[config.mk]
export PLATFORM = sky130hd
export DESIGN_NAME = usb_serial_rx_fifo
export DESIGN_NICKNAME = d
export VERILOG_FILES = /design/src/rtl/usb_serial_rx_fifo.sv
export SDC_FILE = /design/constraint.sdc
export NUM_CORES = 1
export LEC_CHECK = 0
export CAP_MARGIN = 20
export CORE_UTILIZATION = 55
export CTS_CLUSTER_DIAMETER = 150
export DETAILED_ROUTE_END_ITERATION = 6
export PLACE_DENSITY = 0.76
export SETUP_SLACK_MARGIN = 0.2
export SLEW_MARGIN = 0
export SYNTH_ARGS = -nofsm -noshare
export SYNTH_HDL_FRONTEND = slang
export SYNTH_SLANG_ARGS = --single-unit
export TNS_END_PERCENT = 30
[constraint.sdc]
create_clock -name clk -period 5.3 [get_ports clk]
set_clock_uncertainty 0.05 [all_clocks]
set_input_delay 0.795 -clock clk [delete_from_list [all_inputs] [get_ports clk]]
set_output_delay 0.795 -clock clk [all_outputs]
set_load 0.02 [all_outputs]
[src/rtl/usb_serial_rx_fifo.sv]
// usb_serial_rx_fifo: inbound byte FIFO behind the USB serial receive side.
// The head byte falls through to read_data. The block also reports occupancy,
// a high-water flag, and diagnostics for bytes dropped on overflow.
module usb_serial_rx_fifo #(
  parameter int unsigned ADDR_BITS  = 4,
  parameter int unsigned HIGH_WATER = 12
) (
  input  logic                 clk,
  input  logic                 reset,
  input  logic                 rx_strobe,
  input  logic [7:0]           rx_data,
  input  logic                 pop_strobe,
  output logic [7:0]           read_data,
  output logic                 data_available,
  output logic                 space_available,
  output logic [ADDR_BITS:0]   count,
  output logic                 high_water,
  output logic                 overflow,
  output logic [7:0]           dropped_count,
  input  logic                 overflow_clear
);

  localparam int unsigned DEPTH = 2 ** ADDR_BITS;
  localparam int unsigned PTR_W = ADDR_BITS + 1;

  logic [7:0]       mem [DEPTH];
  logic [PTR_W-1:0] wr_ptr;
  logic [PTR_W-1:0] rd_ptr;
  logic             empty;
  logic             full;
  logic             pop_ok;
  logic             push_ok;
  logic             drop;

  // Status and handshake decode from the pointers.
  // A pop in the same cycle frees a slot, so a push into a full FIFO is still accepted.
  always_comb begin
    empty   = (wr_ptr == rd_ptr);
    full    = (wr_ptr[ADDR_BITS-1:0] == rd_ptr[ADDR_BITS-1:0]) &&
              (wr_ptr[ADDR_BITS] != rd_ptr[ADDR_BITS]);
    pop_ok  = pop_strobe && !empty;
    push_ok = rx_strobe && (!full || pop_ok);
    drop    = rx_strobe && !push_ok;
  end

  // Bus-side view: head byte (zero when empty), occupancy and flags.
  always_comb begin
    count           = PTR_W'(wr_ptr - rd_ptr);
    data_available  = !empty;
    space_available = !full;
    high_water      = (count >= PTR_W'(HIGH_WATER));
    read_data       = empty ? 8'h00 : mem[rd_ptr[ADDR_BITS-1:0]];
  end

  // Storage write; the array is not reset.
  always_ff @(posedge clk) begin
    if (push_ok && !reset) begin
      mem[wr_ptr[ADDR_BITS-1:0]] <= rx_data;
    end
  end

  // Pointer advance; both pointers wrap naturally across the extra MSB.
  always_ff @(posedge clk or posedge reset) begin
    if (reset) begin
      wr_ptr <= '0;
      rd_ptr <= '0;
    end else begin
      if (push_ok) wr_ptr <= PTR_W'(wr_ptr + 1'b1);
      if (pop_ok)  rd_ptr <= PTR_W'(rd_ptr + 1'b1);
    end
  end

  // Overflow diagnostics; a drop at the same edge as a clear wins.
  always_ff @(posedge clk or posedge reset) begin
    if (reset) begin
      overflow      <= 1'b0;
      dropped_count <= 8'h00;
    end else if (drop) begin
      overflow <= 1'b1;
      if (overflow_clear) begin
        dropped_count <= 8'h01;
      end else if (dropped_count != 8'hFF) begin
        dropped_count <= 8'(dropped_count + 8'h01);
      end
    end else if (overflow_clear) begin
      overflow      <= 1'b0;
      dropped_count <= 8'h00;
    end
  end

endmodule

Yosys cells after proc, flatten, opt, wreduce, memory -nomap -nowiden

Memories as Yosys holds them, arrays and structs flattened.
Cells that the tools add are included.

Flip-flop bits (word level): 19
Bits in latches: 0
Memory bits (writable): 128
Memory bits (read-only): 0
Bits of input ports: 13
Output and inout port bits: 25
Logic and storage cells: 36
Memories: 1

Memories:

| memory | depth | width | rd ports | clocked after memory_dff | wr ports | RTL line | text |
|---|---|---|---|---|---|---|---|
| mem    | 16    | 8     | 1        | 0                        | 1        | 26       | `logic [7:0] mem [DEPTH];` |

Add/sub/neg operators: 4
Multiply operators: 0
Div/mod/pow operators: 0
Order comparisons: 1
Equal/unequal tests: 4
Shifts and indexed selects: 0
Mux-type cells: 9
Bitwise operators: 0
Reductions and logical operators: 13

Operators with widths:

| operator                                             | number |
|---|---|
| two-way mux 8 bit                                    | 5 |
| adder 5 x 1 -> 5 bit (second input constant)         | 2 |
| adder 8 x 1 -> 8 bit (second input constant)         | 1 |
| inequality test 8 bit (second input constant)        | 1 |
| equality test 5 bit                                  | 1 |
| >= comparator 5 x 4 -> 1 bit (second input constant) | 1 |
| logical AND 1 bit                                    | 5 |
| subtractor 5 bit                                     | 1 |
| equality test 4 bit                                  | 1 |
| logical NOT 1 bit                                    | 4 |
| two-way mux 1 bit                                    | 4 |
| nonzero test 2 bit                                   | 2 |
| AND reduction 2 bit                                  | 1 |
| logical OR 1 bit                                     | 1 |
| inequality test 1 bit                                | 1 |

Longest topological paths before layout

Gate-level depths: netlist (run 1).

Depth in word-level cells: 9
Depth in mapped cells: 11

Worst setup path after synthesis (run 1)

OpenSTA, ideal clock, no wires.

Kind: reg2out
Start point: reg rd_ptr[2]
End point: out read_data[0]
Arrival time: 2,437 ps
Required time: 4,455 ps
Slack: 2,018 ps
Stages on the path, launching flop included: 10
Path buffers: 3
Cells stage by stage: dfrtp_1 > clkbuf_1 > buf_1 > inv_1 > ha_1 > and4_1 > buf_2 > nand2_1 > o21ai_0 > a21oi_1

Longest elaborated chain between the ends: 2
Elaborated cells on any way between the ends: 3
Those cells by class: 1 x eq/ne; 1 x mux; 1 x memory

RTL lines:

| element                                                         | RTL line | text |
|---|---|---|
| from (decl)                                                     | 28       | `logic [PTR_W-1:0] rd_ptr;` |
| from (signal assigned)                                          | 69       | `if (pop_ok) rd_ptr <= PTR_W'(rd_ptr + 1'b1);` |
| memory read (16 x 8 bit) or equality test 5 bit (tied branches) | -        |  |
| two-way mux 8 bit *                                             | 52       | `read_data = empty ? 8'h00 : mem[rd_ptr[ADDR_BITS-1:0]];` |
| to (decl)                                                       | 13       | `output logic [7:0] read_data,` |

Mark *: on every way between the ends. The rest lies on a longest branch, timed or not.

Worst setup path in the final report (run 1)

Start point: reg rd_ptr[3]
End point: out read_data[6]

The elaborated chain is that of the path after synthesis.

==> results of run 1 <==
## layout make-up
cell class | instances | area [um^2]
timing repair buffer | 40 | 393
clock buffer | 18 | 418
inverter | 14 | 52.6
fill | 693 | 3630
multi-input combinational | 175 | 1710
tap | 140 | 175
clock inverter | 14 | 186
sequential | 147 | 4320
## sequential cells by signal (all words and copies together), names as in the netlist
name,flops
wr_ptr,5
rd_ptr,5
mem,128
dropped_count,8
overflow,1
## how the worst min path moves through the flow
stage                    from  depth (start not counted)         to  slack [ps]
CTS                  overflow                          2   overflow         490
detailed placement   overflow                          2   overflow         470
floorplan           wr_ptr[4]                          1  wr_ptr[4]         480
finish               overflow                          2   overflow         480
global route         overflow                          2   overflow         510
global placement     overflow                          2   overflow         460
## layer usage
layer,global-route usage [%],vias to the layer above,wire length (um)
li1,-,1487,-
met1,34.2,1648,5480
met2,34.8,152,5830
met3,5.81,19,910
met4,10.1,0,271
met5,0,-,0
## metrics by stage
| stage | cells | hold WS [ps] | setup slack (ps) |
|---|---|---|---|
| after detailed placement | 516 | 475 | 1450 |
| after floorplan | 349 | 481 | 2020 |
| after global routing | 548 | 507 | 625 |
| after global placement | 516 | 463 | 1540 |
| final | 548 | 480 | 887 |
| after CTS | 548 | 487 | 899 |
## power breakdown
group | internal (uW) | switching, uW | leakage (uW)
combinational | 742 | 771 | 0.000756
clock | 761 | 446 | 0.000285
sequential | 1360 | 168 | 0.00140
## worst max-delay path, stage by stage (launching register included)
cell and delay (ps):
dfrtp_1 890, inv_2 280, ha_1 400, and4_1 350, nand2_1 250, a41o_1 320
clkdlybuf4s50_1 560
## cell families after synthesis
logic type,synth area share [%]
xor+xnor,1.83
flops,70.2
simple gates,5.02
buf+inv,2.07
fa+ha+maj,2.36
mux,13.9
compound gates,4.63
## synthesized netlist by cell type (2+ instances only)
library cell	n	area, um^2
a21oi_1	15	75.1
a31o_2	2	17.5
and4_1	2	17.5
buf_1	2	7.51
buf_2	6	30.0
buf_4	3	22.5
dfrtp_1	19	475
edfxtp_1	128	3840
ha_1	10	125
inv_1	12	45.0
inv_2	2	7.51
mux2_2	7	78.8
mux2i_1	8	80.1
mux4_2	31	698
nand2_1	16	60.1
nand3_1	5	25.0
nand3b_1	2	15.0
nand4_1	5	31.3
nor2_1	18	67.6
nor2b_1	2	12.5
o21a_1	2	15.0
o21ai_0	12	60.1
o31ai_1	3	22.5
o41ai_1	2	17.5
or4_1	5	37.5
xnor2_1	10	87.6
==> results.cfg, run 1 <==
[grt]
grt_max_degree = 25
grt_overflow = 0
grtUsageTotal_pct = 23.8
antenna_found_initial = 0
grt_pass1_vias = 3329
grt_pass1_wl_um = 19100

[clock_network]
cts_setup_buffers = 0
cts_root_buf = clkbuf_8
hold_buffers = 0
ctsResizeCount = 0
clk_pin_slew_ps = 60
clockBufferDepth = 2
cts_buffers = 17
htreeDepth = 4
cts_tree = built
cts_sinks = 147
clk_latency_ps = 520

[drt]
wirelength_um = 12500
drc = 0
via_per_inst = 6.03
ant_nets = 0
drt_iter0_drc = 309
vias = 3306
drtPass1Iterations = 5
routedWlPerCell_um = 22.8

[die]
die_area_um2 = 11600
die_width_um = 108
initial_core_util_pct = 56.5
ios = 38
die_height_um = 108
core_area_um2 = 10900
row_count = 38

[layout]
syn_to_final_growth_pct = 17.8
fin_util_pct = 66.6
antenna_cells = 0
stdcell_area_um2 = 7250
most-common-layout-cells = edfxtp_1 (128), clkdlybuf4s50_1 (37), mux4_2 (31)
final_common_cell = edfxtp_1
nNetsFinal = 419
drive_gt1_share_pct = 19.6

[critical_path]
crit_type = register to output port
worstRegToRegCells = 6
r2r_slack_ps = 1640
crit_arrival_ps = 3570
reg2reg_to = mem[6][5]
crit_fanout = 19
cp-end-kind = output port
startpoint = rd_ptr[3]
worstPathRequired_ps = 4450
endpoint = read_data[6]
start_kind = register
reg2reg_from = rd_ptr[3]

[pwr]
powerDensity_nw_per_um2 = 585
total_power_uw = 4250
ir_drop_mv = 0.814
p_leak_uw = 0.00244

[synth]
ys.warnings.count = 0
ys_seq_area_share_pct = 70.2
synthCells = 349
synthesis.area_um2 = 6160
ys.flop_type = edfxtp_1
synth.avg_cell_area_um2 = 17.6
synth_cell_types = 46
synth_edf_count = 128
syn_nets = 373
ys_ff_latch = 147
synthArstFlopShare_pct = 12.9

[run]
drv_cap = 0

[sta]
rsz0062_at_grt = no
setup_viol = 0
period_needed_ps = 4410
drv_slew = 0
period_share_pct = 83.3
tightestPinTransition_ps = 845
fin_tns_setup_ps = 0
fmax_mhz = 227
hold_viol = 0
max_slew_margin_pct = 43.4

[placement]
port_buffers = 37
place_area_um2 = 6650
place_hpwl_um = 7860
gp_congestion = 0.890

[worst_hold_path]
worstHoldPathType = register to register

[status]
outcome = complete, no violations
(Power assumes the default switching activity.)
==> run 2: changes to the inputs <==
--- a/config.mk
+++ b/config.mk
@@ -6,7 +6,7 @@
 export NUM_CORES = 1
 export LEC_CHECK = 0
 export CAP_MARGIN = 20
-export CORE_UTILIZATION = 55
+export CORE_UTILIZATION = 53
 export CTS_CLUSTER_DIAMETER = 150
 export DETAILED_ROUTE_END_ITERATION = 6
 export PLACE_DENSITY = 0.76
==> constraint.sdc (replaced) <==
create_clock -name clk -period 3.7 [get_ports clk]
set_clock_uncertainty 0.05 [all_clocks]
set_input_delay 0.555 -clock clk [delete_from_list [all_inputs] [get_ports clk]]
set_output_delay 0.555 -clock clk [all_outputs]
set_load 0.02 [all_outputs]
==> run 2 against run 1 <==
Against the previous run: critical endpoint is now count[4]; first-iteration DRC count is 18% higher; final cell count is 3.5% higher; critical path type unchanged; register-to-register slack worse by 740 ps; core utilization hardly changed; flip-flop and latch count stayed put; worst hold slack worse by 110 ps; largest cell class unchanged.
==> results.cfg, run 2 (synthesis results as in run 1) <==
[status]
outcome = complete, no violations

[layout]
most-common-layout-cells = edfxtp_1 (128), clkdlybuf4s50_1 (35), mux4_2 (31)
largest_register_ffs = 128
seqCellArea_um2 = 4320
antenna_cells = 0
fillers = 743
syn_to_final_growth_pct = 19.9
drive_gt1_share_pct = 22.5
multiInputGateArea_um2 = 1720
final_common_cell = edfxtp_1
nNetsFinal = 438

[critical_path]
cpLargestDelayFamily = buffers and inverters
cp-end-kind = output port
crit_chain = inv_1 > ha_1 > inv_1 > fa_1 > a21o_1 > a21oi_1 > xnor2_1 > clkdlybuf4s50_1
crit_cells = 8
crit_slowest_cell = clkdlybuf4s50_1
worstPathRequired_ps = 3090
cp_num_buf_inv = 3
cp_slowest_stage_delay_ps = 650
reg2reg_to = mem[5][4]
crit_arrival_ps = 2820
start_kind = register
crit_fanout = 4
path_common_cell = inv_1
worstRegToRegCells = 7
crit_type = register to output port
reg2reg_from = rd_ptr[3]
r2r_slack_ps = 900

[sta]
hold_viol = 0
period_share_pct = 92.5
tightestPinTransition_ps = 631
fmax_mhz = 292
max_slew_margin_pct = 57.9
setup_viol = 0
fin_tns_setup_ps = 0
period_needed_ps = 3420
drv_slew = 0
worst_hold_slack_ps = 372
rsz0062_at_grt = yes

[pwr]
ir_drop_mv = 0.999
p_leak_uw = 0.00254
p_sw_share_pct = 32.7
total_power_uw = 6050
powerDensity_nw_per_um2 = 820
comb_power_share_pct = 38.8
internal-power_uw = 4080
p_sw_uw = 1980
seq_power_share_pct = 33.7
power_frac_clock_pct = 27.5

[worst_hold_path]
worstHoldPathType = input port to async pin

[die]
initial_core_util_pct = 55.6
die_height_um = 110
die_area_um2 = 12000
ios = 38
row_count = 38
core_area_um2 = 11100
die_width_um = 110

[run]
drv_cap = 0

[placement]
place_hpwl_um = 8130
gp_congestion = 0.916
port_buffers = 37

[clock_network]
htreeDepth = 4
cts_sinks = 147
clockBufferDepth = 2
cts_buffers = 17
hold_buffers = 0
clk_latency_ps = 410
cts_tree = built
clk_pin_slew_ps = 60
cts_root_buf = clkbuf_16

[drt]
wirelength_um = 12500
drt_iter0_drc = 365
vias = 3424
drtPass1Iterations = 5
drc = 0
ant_nets = 0
routedWlPerCell_um = 22.1
via_per_inst = 6.04

[grt]
grt_pass1_wl_um = 19600
grt_max_degree = 24
grt_overflow = 0
antenna_found_initial = 0
grt_pass1_vias = 3450
grtUsageTotal_pct = 23.9
==> run 2: worst reg2reg max path, cell delays in order (launching register included) <==
cell and delay (ps):
dfrtp_1 380, inv_2 200, ha_1 320, and4_1 260, a31oi_2 490, nand3b_1 240
nor2_1 320, buf_4 240
==> run 2: timing repair <==
action,4_1_cts,5_1_grt
pin swaps,0,0
buffers inserted,0,0
resized for setup,1,4
endpoints found under the setup margin,1,9
==> run 2: worst max path at each step <==
stage	startpoint	endpoint	slack, ps
finish	wr_ptr[0]	count[4]	280
global route	wr_ptr[0]	count[4]	130
CTS	rd_ptr[1]	read_data[3]	210
detailed placement	wr_ptr[0]	high_water	650
global placement	wr_ptr[0]	high_water	680
floorplan	rd_ptr[2]	mem[11][0]	620
==> run 2: area by class of cell <==
class | count | area share [%]
Clock buffer | 19 | 5.87
Clock inverter | 13 | 1.92
Inverter | 14 | 0.712
Multi-Input combinational cell | 175 | 23.3
Sequential cell | 147 | 58.5
Tap cell | 140 | 2.37
Timing Repair Buffer | 59 | 7.32
==> run 2: power by group through the flow <==
stage | sequential [uW] | clock, uW | combinational [uW]
floorplan | 2050 | 0 | 1540
global placement | 2060 | 0 | 2320
detailed placement | 2070 | 0 | 2360
CTS | 2030 | 1690 | 2350
global route | 2060 | 1750 | 2520
finish | 2040 | 1660 | 2350
==> run 2: metal layers <==
metal	vias up	GRT usage [%]	share of wire (%)
li1	1516	-	-
met1	1764	32.6	44
met2	129	36.9	48
met3	15	6.40	5.8
met4	0	9.71	1.7
met5	-	0	0
==> run 2: metrics by stage <==
stage	util [%]	area (um^2)	cells	worst slack [ps]
floorplan	-	6160	349	616
global placement	61.3	6790	535	679
detailed placement	61.3	6790	535	651
CTS	66.5	7370	567	205
global route	66.6	7380	567	130
finish	66.6	7380	567	278
==> run 3: changes to the inputs <==
==> constraint.sdc (replaced) <==
create_clock -name clk -period 3.7 [get_ports clk]
set_clock_uncertainty 0.05 [all_clocks]
set_input_delay 0.37 -clock clk [delete_from_list [all_inputs] [get_ports clk]]
set_output_delay 0.37 -clock clk [all_outputs]
set_load 0.02 [all_outputs]
==> run 3 against run 2 <==
Against the previous run: die area did not move; flip-flop and latch count did not move; non-clock buffer count fell by 1; critical path depth rose by 1; routed wire length fell by 4.3%; largest cell class unchanged; final cell count fell by 0.18%; worst setup slack improved by 55 ps.
==> results.cfg, run 3 (synthesis results as in run 1) <==
[clock_network]
cts_tree = built
cts_root_buf = clkbuf_16
cts_sinks = 147
cts_buffers = 17
clk_pin_slew_ps = 60
clk_latency_ps = 420
htreeDepth = 4
hold_buffers = 0
clockBufferDepth = 2
cts_setup_buffers = 0

[sta]
tightestPinTransition_ps = 586
fmax_mhz = 297
rsz0062_at_grt = no
max_slew_margin_pct = 60.8
hold_viol = 0
worst_hold_slack_ps = 238
period_share_pct = 91.0
setup_viol = 0
drv_slew = 0
fin_tns_setup_ps = 0
period_needed_ps = 3370

[layout]
syn_to_final_growth_pct = 20.4
multiInputGateArea_um2 = 1710
final_common_cell = edfxtp_1
most-common-layout-cells = edfxtp_1 (128), clkdlybuf4s50_1 (37), mux4_2 (31)
fillers = 736
largest_register_ffs = 128
stdcell_area_um2 = 7410
antenna_cells = 0
nNetsFinal = 437
seqCellArea_um2 = 4320
fin_util_pct = 66.9
drive_gt1_share_pct = 22.1

[grt]
grtUsageTotal_pct = 22.3
grt_pass1_vias = 3362
grt_pass1_wl_um = 18700
antenna_found_initial = 0
grt_max_degree = 35
grt_overflow = 0

[pwr]
power_frac_clock_pct = 29.3
comb_power_share_pct = 37.6
seq_power_share_pct = 33.2
p_sw_share_pct = 31.6
p_leak_uw = 0.00255
ir_drop_mv = 1.19
internal-power_uw = 4210
p_sw_uw = 1950
powerDensity_nw_per_um2 = 832

[die]
row_count = 38
initial_core_util_pct = 55.6
core_area_um2 = 11100
die_area_um2 = 12000
ios = 38
die_height_um = 110
die_width_um = 110

[drt]
drtPass1Iterations = 5
vias = 3353
drt_iter0_drc = 293
drc = 0
ant_nets = 0
via_per_inst = 5.92
wirelength_um = 12000
routedWlPerCell_um = 21.2

[critical_path]
worstPathRequired_ps = 3280
crit_fanout = 4
start_kind = register
cp-end-kind = output port
crit_type = register to output port
crit_arrival_ps = 2950

[status]
outcome = complete, no violations

[placement]
gp_congestion = 0.836
place_area_um2 = 6790
port_buffers = 37
place_hpwl_um = 7680

[run]
drv_cap = 0

[worst_hold_path]
worstHoldPathType = input port to async pin
-- run 3: changes by cell type in the layout (fill, tap and decap cells not counted) --
cell	previous run	this run
bufinv_16	3	5
dlymetal6s2s_1	1	0
buf_4	21	20
clkdlybuf4s50_1	35	37
a221oi_2	1	0
nand2_1	15	16
nand2_2	1	0
clkbuf_1	2	1
a221oi_1	0	1
dlygate4sd2_1	1	0
clkinv_2	2	3
clkinvlp_4	3	1
-- run 3: area by class of cell --
cell class	count	area share, %
clock buffer	18	5.79
clock inverter	14	2.58
sequential	147	58.3
timing repair buffer	58	7.18
multi-input combinational	175	23.1
tap	140	2.36
inverter	14	0.709
-- run 3: final timing paths --
check	startpoint	slack [ps]	depth (start not counted)	to
setup / recovery	wr_ptr[0]	330	9	high_water
hold / removal	reset	240	3	wr_ptr[4]
setup reg to reg	wr_ptr[0]	880	7	mem[4][6]
hold reg to reg	overflow	480	2	overflow
max in group asynchronous	reset	3110	3	rd_ptr[1]
min in group clk	overflow	480	2	overflow
-- run 3: what timing repair did --
action                                 4_1_cts  5_1_grt
endpoints found under the hold margin        0        0
resized for setup                            0        1
setup endpoints to repair                    0        3
-- run 3: critical path: stages (launching register included) --
cell	delay (ps)
dfrtp_1	420
inv_1	180
ha_1	200
inv_1	50
fa_1	400
a21o_1	180
a21oi_1	200
xnor2_1	170
a31o_2	130
clkdlybuf4s50_1	590
-- run 3: routing by layer --
layer  track usage [%]  routed length (um)  up-vias  share of wire [%]
met5                 0                   0        -                  0
met4              8.29                 162        0                1.4
met3              5.93                 614       16                5.1
met2              34.5                5910       92                 49
met1              30.9                5290     1732                 44
li1                  -                   -     1513                  -
-- run 3: power by group through the flow --
| stage | clock (uW) | sequential (uW) | combinational, uW |
|---|---|---|---|
| global route | 1890 | 2060 | 2490 |
| floorplan | 0 | 2050 | 1540 |
| CTS | 1820 | 2040 | 2330 |
| global placement | 0 | 2060 | 2280 |
| finish | 1800 | 2040 | 2320 |
| detailed placement | 0 | 2070 | 2310 |
-- run 3: through the flow --
stage | std cells | worst slack, ps | total power, uW
6_report | 566 | 333 | 6160
5_1_grt | 566 | 229 | 6440
4_1_cts | 566 | 284 | 6190
3_5_place_dp | 534 | 725 | 4390
3_3_place_gp | 534 | 768 | 4340
2_1_floorplan | 349 | 616 | 3590
